$ cat src/rtl/wb_dual_arbiter.sv
// Two-master Wishbone arbiter: registered round-robin grant held for the owner's
// whole cyc tenure, owner-only ack/err routing, and a hung-transfer timeout err.
module wb_dual_arbiter #(
   parameter int TIMEOUT = 64
) (
   input  logic         i_clk,
   input  logic         i_rst_n,
   input  logic [31:0]  i_m0_adr,
   input  logic [15:0]  i_m0_sel,
   input  logic         i_m0_we,
   input  logic [127:0] i_m0_dat,
   input  logic         i_m0_cyc,
   input  logic         i_m0_stb,
   output logic [127:0] o_m0_dat,
   output logic         o_m0_ack,
   output logic         o_m0_err,
   input  logic [31:0]  i_m1_adr,
   input  logic [15:0]  i_m1_sel,
   input  logic         i_m1_we,
   input  logic [127:0] i_m1_dat,
   input  logic         i_m1_cyc,
   input  logic         i_m1_stb,
   output logic [127:0] o_m1_dat,
   output logic         o_m1_ack,
   output logic         o_m1_err,
   output logic [31:0]  o_s_adr,
   output logic [15:0]  o_s_sel,
   output logic         o_s_we,
   output logic [127:0] o_s_dat,
   output logic         o_s_cyc,
   output logic         o_s_stb,
   input  logic [127:0] i_s_dat,
   input  logic         i_s_ack,
   input  logic         i_s_err,
   output logic [1:0]   o_grant,
   output logic         o_timeout
);

   typedef enum logic [1:0] {IDLE, OWN0, OWN1} state_t;

   localparam logic [7:0] TO_LAST = 8'(TIMEOUT - 1);

   state_t      r_state, w_state_nxt;
   logic        r_last, w_last_nxt;
   logic [7:0]  r_wait_cnt, w_wait_cnt_nxt;
   logic        w_req0, w_req1;
   logic        w_stb_raw, w_fire;
   logic        w_own0, w_own1;

   assign w_req0 = i_m0_cyc & i_m0_stb;
   assign w_req1 = i_m1_cyc & i_m1_stb;
   assign w_own0 = (r_state == OWN0);
   assign w_own1 = (r_state == OWN1);

   // On a simultaneous request the master that was not granted last wins.
   always_comb begin
      w_state_nxt = r_state;
      w_last_nxt  = r_last;
      case (r_state)
         IDLE: begin
            if (w_req0 && (!w_req1 || r_last)) begin
               w_state_nxt = OWN0;
               w_last_nxt  = 1'b0;
            end else if (w_req1) begin
               w_state_nxt = OWN1;
               w_last_nxt  = 1'b1;
            end
         end
         OWN0:    if (!i_m0_cyc) w_state_nxt = IDLE;
         OWN1:    if (!i_m1_cyc) w_state_nxt = IDLE;
         default: w_state_nxt = IDLE;
      endcase
   end

   always_comb begin
      o_s_adr   = '0;
      o_s_sel   = '0;
      o_s_we    = 1'b0;
      o_s_dat   = '0;
      o_s_cyc   = 1'b0;
      w_stb_raw = 1'b0;
      o_grant   = 2'b00;
      case (r_state)
         OWN0: begin
            o_s_adr   = i_m0_adr;
            o_s_sel   = i_m0_sel;
            o_s_we    = i_m0_we;
            o_s_dat   = i_m0_dat;
            o_s_cyc   = i_m0_cyc;
            w_stb_raw = i_m0_stb;
            o_grant   = 2'b01;
         end
         OWN1: begin
            o_s_adr   = i_m1_adr;
            o_s_sel   = i_m1_sel;
            o_s_we    = i_m1_we;
            o_s_dat   = i_m1_dat;
            o_s_cyc   = i_m1_cyc;
            w_stb_raw = i_m1_stb;
            o_grant   = 2'b10;
         end
         default: ;
      endcase
   end

   // A real slave response on the would-be timeout cycle takes priority.
   assign w_fire    = (r_wait_cnt == TO_LAST) & w_stb_raw & ~i_s_ack & ~i_s_err;
   assign o_s_stb   = w_stb_raw & ~w_fire;
   assign o_timeout = w_fire;

   assign o_m0_ack = w_own0 & i_s_ack & o_s_stb;
   assign o_m1_ack = w_own1 & i_s_ack & o_s_stb;
   assign o_m0_err = w_own0 & ((i_s_err & o_s_stb) | w_fire);
   assign o_m1_err = w_own1 & ((i_s_err & o_s_stb) | w_fire);

   assign o_m0_dat = i_s_dat;
   assign o_m1_dat = i_s_dat;

   always_comb begin
      w_wait_cnt_nxt = 8'd0;
      if (o_s_stb && !i_s_ack && !i_s_err && (w_state_nxt == r_state))
         w_wait_cnt_nxt = r_wait_cnt + 8'd1;
   end

   always_ff @(posedge i_clk) begin
      if (!i_rst_n) begin
         r_state    <= IDLE;
         r_last     <= 1'b1;
         r_wait_cnt <= 8'd0;
      end else begin
         r_state    <= w_state_nxt;
         r_last     <= w_last_nxt;
         r_wait_cnt <= w_wait_cnt_nxt;
      end
   end

endmodule

$ cat config.mk
export PLATFORM = sky130hd
export DESIGN_NAME = wb_dual_arbiter
export DESIGN_NICKNAME = d
export VERILOG_FILES = /design/src/rtl/wb_dual_arbiter.sv
export SDC_FILE = /design/constraint.sdc
export NUM_CORES = 1
export LEC_CHECK = 0
export BUFFER_PORTS_ARGS = -buffer_cell sky130_fd_sc_hd__buf_2
export CAP_MARGIN = 15
export CORE_AREA = 5 5 360 362
export DETAILED_ROUTE_END_ITERATION = 10
export DIE_AREA = 0 0 365 367
export SYNTH_ARGS = -nofsm -noshare
export SYNTH_HDL_FRONTEND = slang
export SYNTH_SLANG_ARGS = --single-unit
$ cat constraint.sdc
create_clock -name i_clk -period 2.4 [get_ports i_clk]
set_clock_uncertainty 0.1 [all_clocks]
set_input_delay 0.12 -clock i_clk [delete_from_list [all_inputs] [get_ports i_clk]]
set_output_delay 0.12 -clock i_clk [all_outputs]
set_load 0.05 [all_outputs]
# --- Yosys cells after proc, flatten, opt, wreduce, memory -nomap -nowiden ---
# Cells that the tools add are included.
classes:
  div: 0
  reduce_logical: 12
  n_addsub: 1
  n_mux: 14
  mul: 0
  eq_ne: 4
  n_shift: 0
  magnitude_cmp: 0
  bitwise_logic: 17
ops:
  columns: ["operator", "n"]
  rows:
  - ["case mux 128 bit (2 select lines)", 1]
  - ["case mux 32 bit (2 select lines)", 1]
  - ["case mux 16 bit (2 select lines)", 1]
  - ["bitwise AND 1 bit", 13]
  - ["adder 8 x 1 -> 8 bit (second input constant)", 1]
  - ["equality test 8 x 6 -> 1 bit (second input constant)", 1]
  - ["2-to-1 mux 2 bit", 4]
  - ["case mux 1 bit (2 select lines)", 3]
  - ["case mux 2 bit (3 select lines)", 1]
  - ["logical AND 1 bit", 4]
  - ["case mux 2 bit (2 select lines)", 1]
  - ["AND reduction 2 bit", 2]
  - ["logical NOT 1 bit", 3]
  - ["NOT 1 bit", 3]
  - ["equality test 2 x 1 -> 1 bit (second input constant)", 1]
  - ["equality test 2 bit", 1]
  - ["equality test 2 bit (second input constant)", 1]
  - ["logical NOT 2 bit", 1]
  - ["2-to-1 mux 1 bit", 2]
  - ["nonzero test 2 bit", 1]
  - ["logical OR 1 bit", 1]
  - ["bitwise OR 1 bit", 1]
totals:
  word_cells: 51
  memories: 0
  latchBits: 0
  input_bits: 490
  mem_bits_ro: 0
  ram_bits: 0
  ff_bits: 11

# --- Logic depth before layout (Yosys ltp) ---
# Gate-level depths: netlist (run 1).
logic_depth:
  ltp_word: 11
  mapped_depth: 7
  depth_no_buf: 6

# --- Worst setup path before layout (run 1) ---
# Ideal clock, no wire load.
synth_timing:
  path_kind: "reg2out"
  from: "register r_state[1]"
  to: "output port o_s_sel[10]"
  arrival_ns: 2.527
  setup_slack_ns: -0.347
  required_time_ns: 2.180
  stages_incl_launch_ff: 7
  n_path_buf: 3
  cell_sequence: "dfxtp_1 -> ha_1 -> buf_2 -> buf_2 -> clkbuf_1 -> a22oi_1 -> nor2b_1"
synth_via:
  elab_chain_len: 2
synth_rtl:
  columns: ["item", "line", "rtl"]
  rows:
  - ["start, declared", "43", "state_t r_state, w_state_nxt;"]
  - ["start signal, assigned", "131", "r_state <= w_state_nxt;"]
  - ["equality test 2 bit / equality test 2 x 1 -> 1 bit (equally long branches)", "83", "case (r_state)"]
  - ["case mux 16 bit (2 select lines) *", "83", null]
  - ["end, declared", "27", "output logic [15:0] o_s_sel,"]
# Mark *: on every way between the ends. The rest lies on a longest branch, timed or not.

# --- Final worst setup path (run 1) ---
layout_timing:
  from: "register r_state[1]"
  to: "output port o_s_dat[83]"
layout_via:
  elab_chain_len: 2
layout_rtl:
  columns: ["item", "line", "rtl"]
  rows:
  - ["equality test 2 bit / equality test 2 x 1 -> 1 bit (equally long branches)", "83", null]
  - ["case mux 128 bit (2 select lines) *", "83", null]
  - ["end, declared", "29", "output logic [127:0] o_s_dat,"]
# Marked as above.

==> results by group, run 1 <==
Logic synthesis
  • Unique masters post-synth: 38
  • Sequential share of the synthesized area: 4.03%
  • Post-Syn Nets: approximately 1,300
  • Top cells by area, synth: buf_4, a22oi_1, nor2b_1
  • Top cell type's share of synthesized area: 35.3%
  • Asr flop ratio synth: 0%
  • Seq cells post-synth: 11
  • Top_reg_cell synth: dfxtp_1
  • Synth area leader: buf_4
  • EDFF count, synth: 0
  • Syn Inst Count: 753
  • Mapped Area: 5460 um^2
  • Syn avg cell area: 7.25 um^2
  • Synth warn: 0

Detailed routing
  • Post-route ant nets: 0
  • Post-Route WL: 69,400 um
  • 1st-iter DRT viols: 334
  • Detailed Routing Iterations Pass 1: 4
  • DRC Markers: 0
  • Avg WL per Cell: 25.5 um
  • Vias/cell: 2.56
  • Vias: 6,955

Timing
  • Setup TNS Final: -0.219 ns
  • Max_slew headroom: around two fifths
  • Final hold vios: 0
  • Slew of the pin with the lowest slew margin: 0.888 ns
  • Final Slew Violations: 0
  • Crit path time final: 2.47 ns
  • Fin crit share: 103%
  • Final worst-path setup slack: -0.0681 ns
  • RSZ-0062 raised after global routing: yes
  • Finish-stage setup viols: 5
  • Max Clock Freq: 405 MHz

Final layout
  • P&R area growth vs syn: 113%
  • Share of layout cells above drive strength 1: around 79%
  • Final Util: 9.19%
  • Filler cell count: approximately 15,000
  • Final std cells w/o fill: 2,718
  • Net count reported at finish: 1,537

Floorplanning
  • Initial Utilization: 4.32%
  • Core ar.: 126,000 um^2
  • Die Ht: 367 um
  • FP Rows: roughly 130
  • Die ar.: 134,000 um^2
  • I/O Pins: 932
  • Die width: roughly 370 um

Clock network
  • Clock sinks: 11
  • Clock Root Buffer: clkbuf_16
  • Latest clock arrival within the worst-skew pair: 0.24 ns
  • Max clock buf depth: 2
  • Total CTS buffers: 3
  • CTS tree: built
  • Max H-tree Level: 1
  • Clk slew on worst S/H paths: 0.04 ns

Global routing
  • Vias in the first global route: 6,965
  • GR Util All Layers: 9.31%
  • Total global routing overflow: 0
  • First-pass GRT wire length: between 80,000 and 90,000 um
  • Initial antenna violation count: 42
  • Largest net degree at the start of global routing: 79

Worst setup path
  • CP Capture Type: primary output
  • Reg-to-Reg Start: r_state[0]$_SDFF_PN0_
  • Critical Path AT: 2.25 ns
  • Crit Path Max Fanout: 11
  • Worst setup path startpoint: r_state[1]$_SDFF_PN0_
  • Crit path kind: reg2out
  • CP Launch Type: flop
  • Worst Path Required: 2.18 ns

Pwr
  • Pwr Total: 2820 uW
  • Peak VDD IR: between 0.2 and 0.25 mV
  • Pwr/cell area: 243 nW/um^2
  • Leakage: 0.00397 uW

Run status
  • Failing checks: setup timing
  • Outcome: finished, violations left

Job
  • Max Cap Violations: 0

Place
  • Placed Cells: 2,673
  • Post-DP HPWL: 61,300 um
  • Final GP Congestion: between 0.7 and 0.8
  • IO Port Bufs: 547
  • Worst slack, placed: -0.473 ns

Min path
  • Hold Crit Class: in2out
  • Hold Path Origin: i_s_dat[115]
path summary, 6_finish.rpt:
| path | endpoint | slack (ns) | cells past startpoint |
|---|---|---|---|
| setup / recovery | o_s_dat[83] | -0.07 | 8 |
| setup reg to reg | r_wait_cnt[3]$_SDFF_PN0_ | 0.37 | 4 |
| hold reg to reg | r_wait_cnt[0]$_SDFF_PN0_ | 0.41 | 1 |
| hold / removal | o_m0_dat[115] | 0.14 | 0 |
through the flow:
stage	area (um^2)	hold WS, ns
CTS	11300	0.140
detailed placement	10900	0.140
global placement	10900	0.140
finish	11600	0.140
floorplan	5890	0.0918
global route	11600	0.140
layout by cell type (no fill, tap or decap), types with 3 or more instances in the layout:
cell type  count
a22oi_1      149
a22oi_2       31
and2_1         3
and3_1         3
buf_12       146
buf_16         5
buf_2        413
buf_4         26
clkbuf_16      7
dfxtp_1        9
diode_2       17
ha_1           4
ha_4           3
nand2_1        5
nand3_1        6
nor2_1         4
nor2b_1        8
nor2b_2      170
nor4b_2        7
xor2_1         5
sequential cells by signal (all words and copies together), names as in the netlist:
signal / count
r_wait_cnt: 8
r_state: 2
r_last: 1
critical path, cell delays in order, from the launching register on:
cell	delay [ns]
dfxtp_4	0.35
buf_12	0.13
ha_4	0.19
buf_16	0.18
buf_16	0.19
buf_4	0.14
a22oi_2	0.47
nor2b_2	0.11
buf_12	0.17
power by group:
part           switching [uW]  internal [uW]
logic                    1310           1010
clock network            87.8            224
registers                5.30            187
total                    1400           1420
Yosys cell counts (2+ instances only):
master and n:
ha_1 7, nor4b_2 7, xor2_1 5, and2_1 3, buf_1 3, clkbuf_1 32
nor2b_1 178, nand2_1 5, nand2b_1 2, nor2_1 4, and4_1 2, and3_1 3
inv_1 4, buf_4 257, a22oi_1 180, dfxtp_1 11, nand3_1 6, buf_2 24
cell families after synthesis:
family	count (synthesis)	share of synthesized area, %
AO/OA/AOI/OAI	190	27.1
XOR/XNOR	6	0.962
adder cells (fa/ha/maj)	7	1.60
buffers and inverters	320	40.2
flip-flops	11	4.03
AND/OR/NAND/NOR	219	26.0
cell type report:
class / instances / area, um^2 / area share [%]
inverters: 4 / 15.0 / 0.129
clock buffers: 4 / 78.8 / 0.679
diodes: 17 / 42.5 / 0.366
repair buffers: 598 / 5510 / 47.4
multi-input cells: 422 / 3660 / 31.5
flip-flops and latches: 11 / 228 / 1.96
well taps: 1662 / 2080 / 17.9
layer usage:
metal	up-vias	GRT usage (%)	routed length (um)	share of wire, %
met3	110	3.58	6950	10
met5	-	0.545	224	0.32
met4	18	2.03	1940	2.8
met2	650	14.7	30300	44
li1	2975	-	-	-
met1	3202	11.9	30000	43
what timing repair did:
item	CTS	global route
pin swaps	6	8
setup endpoints to repair	109	29
hold buffers	1	0
setup buffers	3	13
gates resized for setup	40	2
hold endpoints to repair	1	0
gates cloned	3	4
Note: power is estimated with default switching activity, not from simulation.
==> run 2: changes to the inputs <==
==> config.mk (replaced) <==
export PLATFORM = sky130hd
export DESIGN_NAME = wb_dual_arbiter
export DESIGN_NICKNAME = d
export VERILOG_FILES = /design/src/rtl/wb_dual_arbiter.sv
export SDC_FILE = /design/constraint.sdc
export NUM_CORES = 1
export LEC_CHECK = 0
export CAP_MARGIN = 15
export CORE_AREA = 5 5 362 364
export DETAILED_ROUTE_END_ITERATION = 10
export DIE_AREA = 0 0 367 369
export DONT_BUFFER_PORTS = 1
export GPL_TIMING_DRIVEN = 0
export SYNTH_ARGS = -nofsm -noshare
export SYNTH_HDL_FRONTEND = slang
export SYNTH_SLANG_ARGS = --single-unit
==> results by group, run 2 (synthesis results as in run 1) <==
Floorplanning
  • Initial Utilization: 4.30% (was 4.32%)
  • Die ar.: 135,000 um^2 (was 134,000 um^2)
  • Core ar.: 127,000 um^2 (was 126,000 um^2)
  • Die width: 367 um (was 365 um)
  • I/O Pins: 932 (unchanged)
  • FP Rows: 131 (unchanged)
  • Die Ht: 369 um (was 367 um)

Timing
  • Finish-stage setup viols: 28 (was 5)
  • Fin crit share: 103% (about the same)
  • Final Slew Violations: 0 (unchanged)
  • Max Clock Freq: 404 MHz (was 405 MHz)
  • Slew of the pin with the lowest slew margin: 0.742 ns (was 0.888 ns)
  • Hold WS: 0.00477 ns (was 0.140 ns)
  • Final hold vios: 0 (unchanged)
  • RSZ-0062 raised after global routing: yes (unchanged)
  • Crit path time final: 2.48 ns (was 2.47 ns)
  • Max_slew headroom: 50.5% (was 40.8%)
  • Final worst-path setup slack: -0.0750 ns (was -0.0681 ns)

Detailed routing
  • Detailed Routing Iterations Pass 1: 4 (unchanged)
  • DRC Markers: 0 (unchanged)
  • Vias: 6,157 (was 6,955)
  • 1st-iter DRT viols: 265 (was 334)
  • Post-route ant nets: 0 (unchanged)
  • Avg WL per Cell: 29.6 um (was 25.5 um)
  • Post-Route WL: 73,500 um (was 69,400 um)
  • Vias/cell: 2.48 (was 2.56)

Run status
  • Outcome: finished, violations left (unchanged)
  • Failing checks: setup timing (unchanged)

Worst setup path
  • CP Capture Type: primary output (unchanged)
  • Crit Path Max Fanout: 8 (was 11)
  • Worst-path cell chain: ha_4 > buf_8 > clkbuf_16 > buf_12 > a22oi_2 > nor2b_4 (was buf_12 > ha_4 > buf_16 > buf_16 > buf_4 > a22oi_2 > nor2b_2 > buf_12)
  • Crit path buffers/inverters: 3 (was 5)
  • Reg2reg end: r_wait_cnt[7]$_SDFF_PN0_ (was r_wait_cnt[3]$_SDFF_PN0_)
  • Critical Path AT: 2.26 ns (was 2.25 ns)
  • Reg-to-Reg Start: r_state[1]$_SDFF_PN0_ (was r_state[0]$_SDFF_PN0_)
  • Crit path kind: reg2out (unchanged)
  • Delay-heaviest family, CP: compound AO/OA/AOI/OAI gates (was buffers and inverters)
  • R2r setup slk: 0.30 ns (was 0.37 ns)
  • Critical path's largest stage delay: 0.64 ns (was 0.47 ns)
  • Reg2reg path depth: 7 (was 4)
  • Worst Path Required: 2.18 ns (about the same)
  • CP Launch Type: flop (unchanged)
  • Critical Path Slowest Stage Cell: a22oi_2 (unchanged)

Place
  • Post-DP HPWL: 66,400 um (was 61,300 um)
  • IO Port Bufs: 0 (was 547)
  • Worst slack, placed: -1.72 ns (was -0.473 ns)
  • Final GP Congestion: 0.955 (was 0.779)
  • Cell Area, Placed: 8130 um^2 (was 10,900 um^2)

Job
  • Max Cap Violations: 0 (unchanged)

Clock network
  • Clock Root Buffer: clkbuf_16 (unchanged)
  • Total CTS buffers: 3 (unchanged)
  • Latest clock arrival within the worst-skew pair: 0.24 ns (about the same)
  • Max clock buf depth: 2 (unchanged)
  • Clock sinks: 11 (unchanged)
  • Clk slew on worst S/H paths: 0.04 ns (about the same)
  • CTS tree: built (unchanged)
  • Max H-tree Level: 1 (unchanged)

Final layout
  • Filler cell count: 14,600 (was 14,700)
  • Most frequent cells in the layout: buf_4, nor2b_4, a22oi_2 (was buf_2, nor2b_2, a22oi_1)
  • Share of layout cells above drive strength 1: 84.0% (was 79.1%)
  • Net count reported at finish: 1,311 (was 1,537)
  • Reg with most FFs: r_wait_cnt (unchanged)
  • Number of flip-flops under the largest register name: 8 (unchanged)
  • Post-route cell area: 11,000 um^2 (was 11,600 um^2)
  • P&R area growth vs syn: 101% (was 113%)
  • Top Registers: r_wait_cnt x8, r_state x2, r_last x1 (unchanged)
  • Commonest non-fill, non-tap cell in the layout: buf_4 (was buf_2)

Min path
  • Endpoint, Worst Hold: r_wait_cnt[1]$_SDFF_PN0_ (was o_m0_dat[115])
  • Hold path cells: 3 (was 0)
  • Hold Path Origin: i_s_err (was i_s_dat[115])
  • Hold Crit Class: in2reg (was in2out)

Pwr
  • Leakage: 0.00315 uW (was 0.00397 uW)
  • Pwr/cell area: 379 nW/um^2 (was 243 nW/um^2)
  • Peak VDD IR: 0.193 mV (was 0.209 mV)

Global routing
  • Largest net degree at the start of global routing: 13 (was 79)
  • Total global routing overflow: 0 (unchanged)
  • Vias in the first global route: 6,698 (was 6,965)
  • Initial antenna violation count: 7 (was 42)
  • First-pass GRT wire length: 85,900 um (was 80,200 um)
  • GR Util All Layers: 9.90% (was 9.31%)
## run 2: cell count changes in the layout (fill, tap and decap cells not counted), moves of 6 or more
cell       delta
buf_2       -410
diode_2      -13
nor2b_4     +162
buf_8         +6
buf_12      -115
buf_4       +250
clkbuf_16    +10
buf_6        +18
clkbuf_2      +8
a22oi_1      -80
a22oi_2      +80
nor2b_2     -159
## run 2: per-stage QoR
stage	setup TNS (ns)	instances	total power [uW]	util (%)
floorplan	0	753	2340	-
global placement	-229.31	2415	3010	6.27
detailed placement	-188.50	2426	3070	6.40
CTS	-4.71	2467	4190	8.48
global route	-3.26	2477	4310	8.63
finish	-0.729	2479	4160	8.64
## run 2: timing repair
action / CTS / global route
setup buffers: 26 / 14
gates resized for setup: 449 / 47
endpoints found under the hold margin: 3 / 0
endpoints found under the setup margin: 191 / 116
hold buffers: 1 / 0
cloned: 12 / 3
pin swaps: 33 / 17
## run 2: layout make-up
class,count,area (um^2),area share [%]
Sequential cell,11,228,2.08
Tap cell,1662,2080,19.0
Antenna cell,4,10.0,0.0912
Timing Repair Buffer,62,926,8.44
Buffer,310,2730,24.9
Multi-Input combinational cell,422,4890,44.6
Clock buffer,4,78.8,0.719
Inverter,4,22.5,0.205
## run 2: worst max-delay path by stage
stage | startpoint | to | slack, ns | depth (start not counted)
after floorplan | r_state[1]$_SDFF_PN0_ | o_s_sel[14] | 0.02 | 6
after global placement | r_state[1]$_SDFF_PN0_ | o_s_dat[100] | -2.14 | 6
after detailed placement | r_state[1]$_SDFF_PN0_ | o_s_dat[110] | -1.72 | 6
after CTS | r_state[0]$_SDFF_PN0_ | o_s_dat[93] | -0.17 | 8
after global routing | r_state[0]$_SDFF_PN0_ | o_s_dat[36] | -0.11 | 8
final | r_state[1]$_SDFF_PN0_ | o_s_dat[93] | -0.08 | 6
## run 2: where the power goes
group / leakage [uW] / switching [uW] / internal, uW / total (uW)
clock: 0.0000382 / 84.7 / 223 / 308
combinational: 0.00302 / 2370 / 1290 / 3650
sequential: 0.0000905 / 6.95 / 187 / 194
## run 2: worst min-delay path, delay by kind of cell
kind	cells	cell delay, ns
simple gates	2	0.13
compound gates	1	0.06
## run 2: metal layers
layer	wire, um	track usage, %	vias to the layer above
met5	13	0	-
met4	2760	2.90	2
met3	4760	2.03	96
met2	32600	15.5	526
met1	33400	13.7	3038
li1	-	-	2495
==> run 3: changes to the inputs <==
--- a/config.mk
+++ b/config.mk
@@ -11,6 +11,7 @@
 export DIE_AREA = 0 0 367 369
 export DONT_BUFFER_PORTS = 1
 export GPL_TIMING_DRIVEN = 0
+export PLACE_DENSITY = 0.3
 export SYNTH_ARGS = -nofsm -noshare
 export SYNTH_HDL_FRONTEND = slang
 export SYNTH_SLANG_ARGS = --single-unit
==> results by group, run 3 (synthesis results as in run 1) <==
Floorplanning
  • I/O Pins: 932 (unchanged)
  • Die Ht: 369 um (unchanged)
  • Die ar.: 135,000 um^2 (unchanged)
  • Core ar.: 127,000 um^2 (unchanged)
  • Initial Utilization: 4.30% (unchanged)
  • FP Rows: 131 (unchanged)
  • Die width: 367 um (unchanged)

Min path
  • Hold path cells: 3 (unchanged)
  • Hold Crit Class: in2reg (unchanged)

Clock network
  • Total CTS buffers: 3 (unchanged)
  • Latest clock arrival within the worst-skew pair: 0.24 ns (about the same)
  • Max H-tree Level: 1 (unchanged)
  • Clock sinks: 11 (unchanged)
  • Clk slew on worst S/H paths: 0.05 ns (was 0.04 ns)
  • Clock Root Buffer: clkbuf_16 (unchanged)
  • Max clock buf depth: 2 (unchanged)
  • CTS tree: built (unchanged)

Global routing
  • Initial antenna violation count: 11 (was 7)
  • Vias in the first global route: 6,374 (was 6,698)
  • Largest net degree at the start of global routing: 11 (was 13)
  • First-pass GRT wire length: 84,000 um (was 85,900 um)
  • GR Util All Layers: 9.72% (was 9.90%)
  • Total global routing overflow: 0 (unchanged)

Detailed routing
  • 1st-iter DRT viols: 423 (was 265)
  • Vias: 6,086 (was 6,157)
  • Vias/cell: 2.47 (was 2.48)
  • Detailed Routing Iterations Pass 1: 4 (unchanged)
  • Post-route ant nets: 0 (unchanged)
  • DRC Markers: 0 (unchanged)
  • Post-Route WL: 73,600 um (was 73,500 um)
  • Avg WL per Cell: 29.9 um (was 29.6 um)

Final layout
  • Most frequent cells in the layout: buf_4, nor2b_4, a22oi_2, a22oi_1, clkbuf_16 (was buf_4, nor2b_4, a22oi_2)
  • Final std cells w/o fill: 2,462 (was 2,479)
  • Net count reported at finish: 1,296 (was 1,311)
  • Reg with most FFs: r_wait_cnt (unchanged)
  • P&R area growth vs syn: 92.3% (was 101%)
  • Share of layout cells above drive strength 1: 81.6% (was 84.0%)
  • Top Registers: r_wait_cnt x8, r_state x2, r_last x1 (unchanged)
  • Filler cell count: 14,800 (was 14,600)
  • Reg area: 228 um^2 (unchanged)
  • Commonest non-fill, non-tap cell in the layout: buf_4 (unchanged)
  • Multi-input gate area: 4830 um^2 (was 4890 um^2)
  • Number of flip-flops under the largest register name: 8 (unchanged)

Pwr
  • Peak VDD IR: 0.150 mV (was 0.193 mV)
  • Pwr/cell area: 382 nW/um^2 (was 379 nW/um^2)
  • Leakage: 0.00299 uW (was 0.00315 uW)

Worst setup path
  • Worst Path Required: 2.18 ns (about the same)
  • CP Launch Type: flop (unchanged)
  • Crit path kind: reg2out (unchanged)
  • CP Capture Type: primary output (unchanged)
  • Crit Path Max Fanout: 7 (was 8)
  • Critical Path AT: 2.26 ns (about the same)
  • Reg2reg path depth: 9 (was 7)

Timing
  • Final Slew Violations: 0 (unchanged)
  • Final worst-path setup slack: -0.0809 ns (was -0.0750 ns)
  • Crit path time final: 2.48 ns (about the same)
  • Fin crit share: 103% (about the same)
  • Slew of the pin with the lowest slew margin: 0.810 ns (was 0.742 ns)
  • Final hold vios: 0 (unchanged)
  • Max_slew headroom: 45.9% (was 50.5%)
  • Max Clock Freq: 403 MHz (was 404 MHz)
  • RSZ-0062 raised after global routing: yes (unchanged)
  • Finish-stage setup viols: 16 (was 28)

Place
  • Final GP Congestion: 0.896 (was 0.955)
  • IO Port Bufs: 0 (unchanged)
  • Post-DP HPWL: 66,100 um (was 66,400 um)
  • Placed Cells: 2,419 (was 2,426)
  • Worst slack, placed: -1.92 ns (was -1.72 ns)

Run status
  • Outcome: finished, violations left (unchanged)
  • Failing checks: setup timing (unchanged)

Job
  • Max Cap Violations: 0 (unchanged)
run 3: cell count changes in the layout (fill, tap and decap cells not counted), moves of 4 or more:
cell / change
a22oi_1: +21
a22oi_2: -21
buf_12: -18
buf_6: -11
buf_4: +7
nor2b_4: +6
nor2b_1: -5
clkbuf_4: +4
run 3: cell type report:
type / instances / share of cell area [%]
Antenna cell: 2 / 0.0477
Buffer: 315 / 25.4
Clock buffer: 4 / 0.751
Inverter: 4 / 0.214
Multi-Input combinational cell: 422 / 46.0
Sequential cell: 11 / 2.17
Tap cell: 1662 / 19.8
Timing Repair Buffer: 42 / 5.59
run 3: through the flow:
| stage | power [uW] | utilization, % | cell area (um^2) | hold WS [ns] | setup TNS, ns |
|---|---|---|---|---|---|
| global route | 4160 | 8.26 | 10500 | 0.0273 | -1.99 |
| floorplan | 2340 | - | 5890 | 0.0918 | 0 |
| detailed placement | 3010 | 6.33 | 8050 | 0.103 | -233.79 |
| finish | 4010 | 8.27 | 10500 | 0.0106 | -0.518 |
| global placement | 3000 | 6.27 | 7970 | 0.102 | -261.87 |
| CTS | 3900 | 7.90 | 10000 | 0.0134 | -0.381 |
run 3: critical path, stage by stage, from the launching register on:
cell and delay, ns:
dfxtp_4 0.35, buf_4 0.14, ha_4 0.18, buf_12 0.15, clkbuf_16 0.22, clkbuf_16 0.22, a22oi_2 0.50, nor2b_4 0.19
run 3: worst paths after layout:
path,from,to,slack (ns)
worst max-delay path,r_state[0]$_SDFF_PN0_,o_s_dat[97],-0.08
worst min-delay path,i_s_err,r_wait_cnt[1]$_SDFF_PN0_,0.01
worst max register to register,r_state[0]$_SDFF_PN0_,r_wait_cnt[7]$_SDFF_PN0_,0.29
worst min register to register,r_last$_SDFFE_PN1P_,r_last$_SDFFE_PN1P_,0.40
run 3: what timing repair did:
action	in CTS	in global routing
setup endpoints to repair	191	94
gates cloned	2	6
pin swaps	11	13
setup buffers	19	10
hold buffers	1	0
endpoints found under the hold margin	3	0
resized for setup	386	65
run 3: where the power goes:
part / total (uW) / switching, uW / internal, uW
Combinational: 3500 / 2330 / 1170
Sequential: 193 / 6.27 / 187
Clock: 314 / 90.6 / 224
run 3: routing by layer:
| metal | vias to the layer above | share of wire (%) | GRT usage [%] |
|---|---|---|---|
| met1 | 3014 | 42 | 12.3 |
| met5 | - | 0.056 | 0 |
| met3 | 72 | 9.6 | 3.49 |
| met2 | 530 | 46 | 15.9 |
| li1 | 2464 | - | - |
| met4 | 6 | 2.6 | 1.97 |
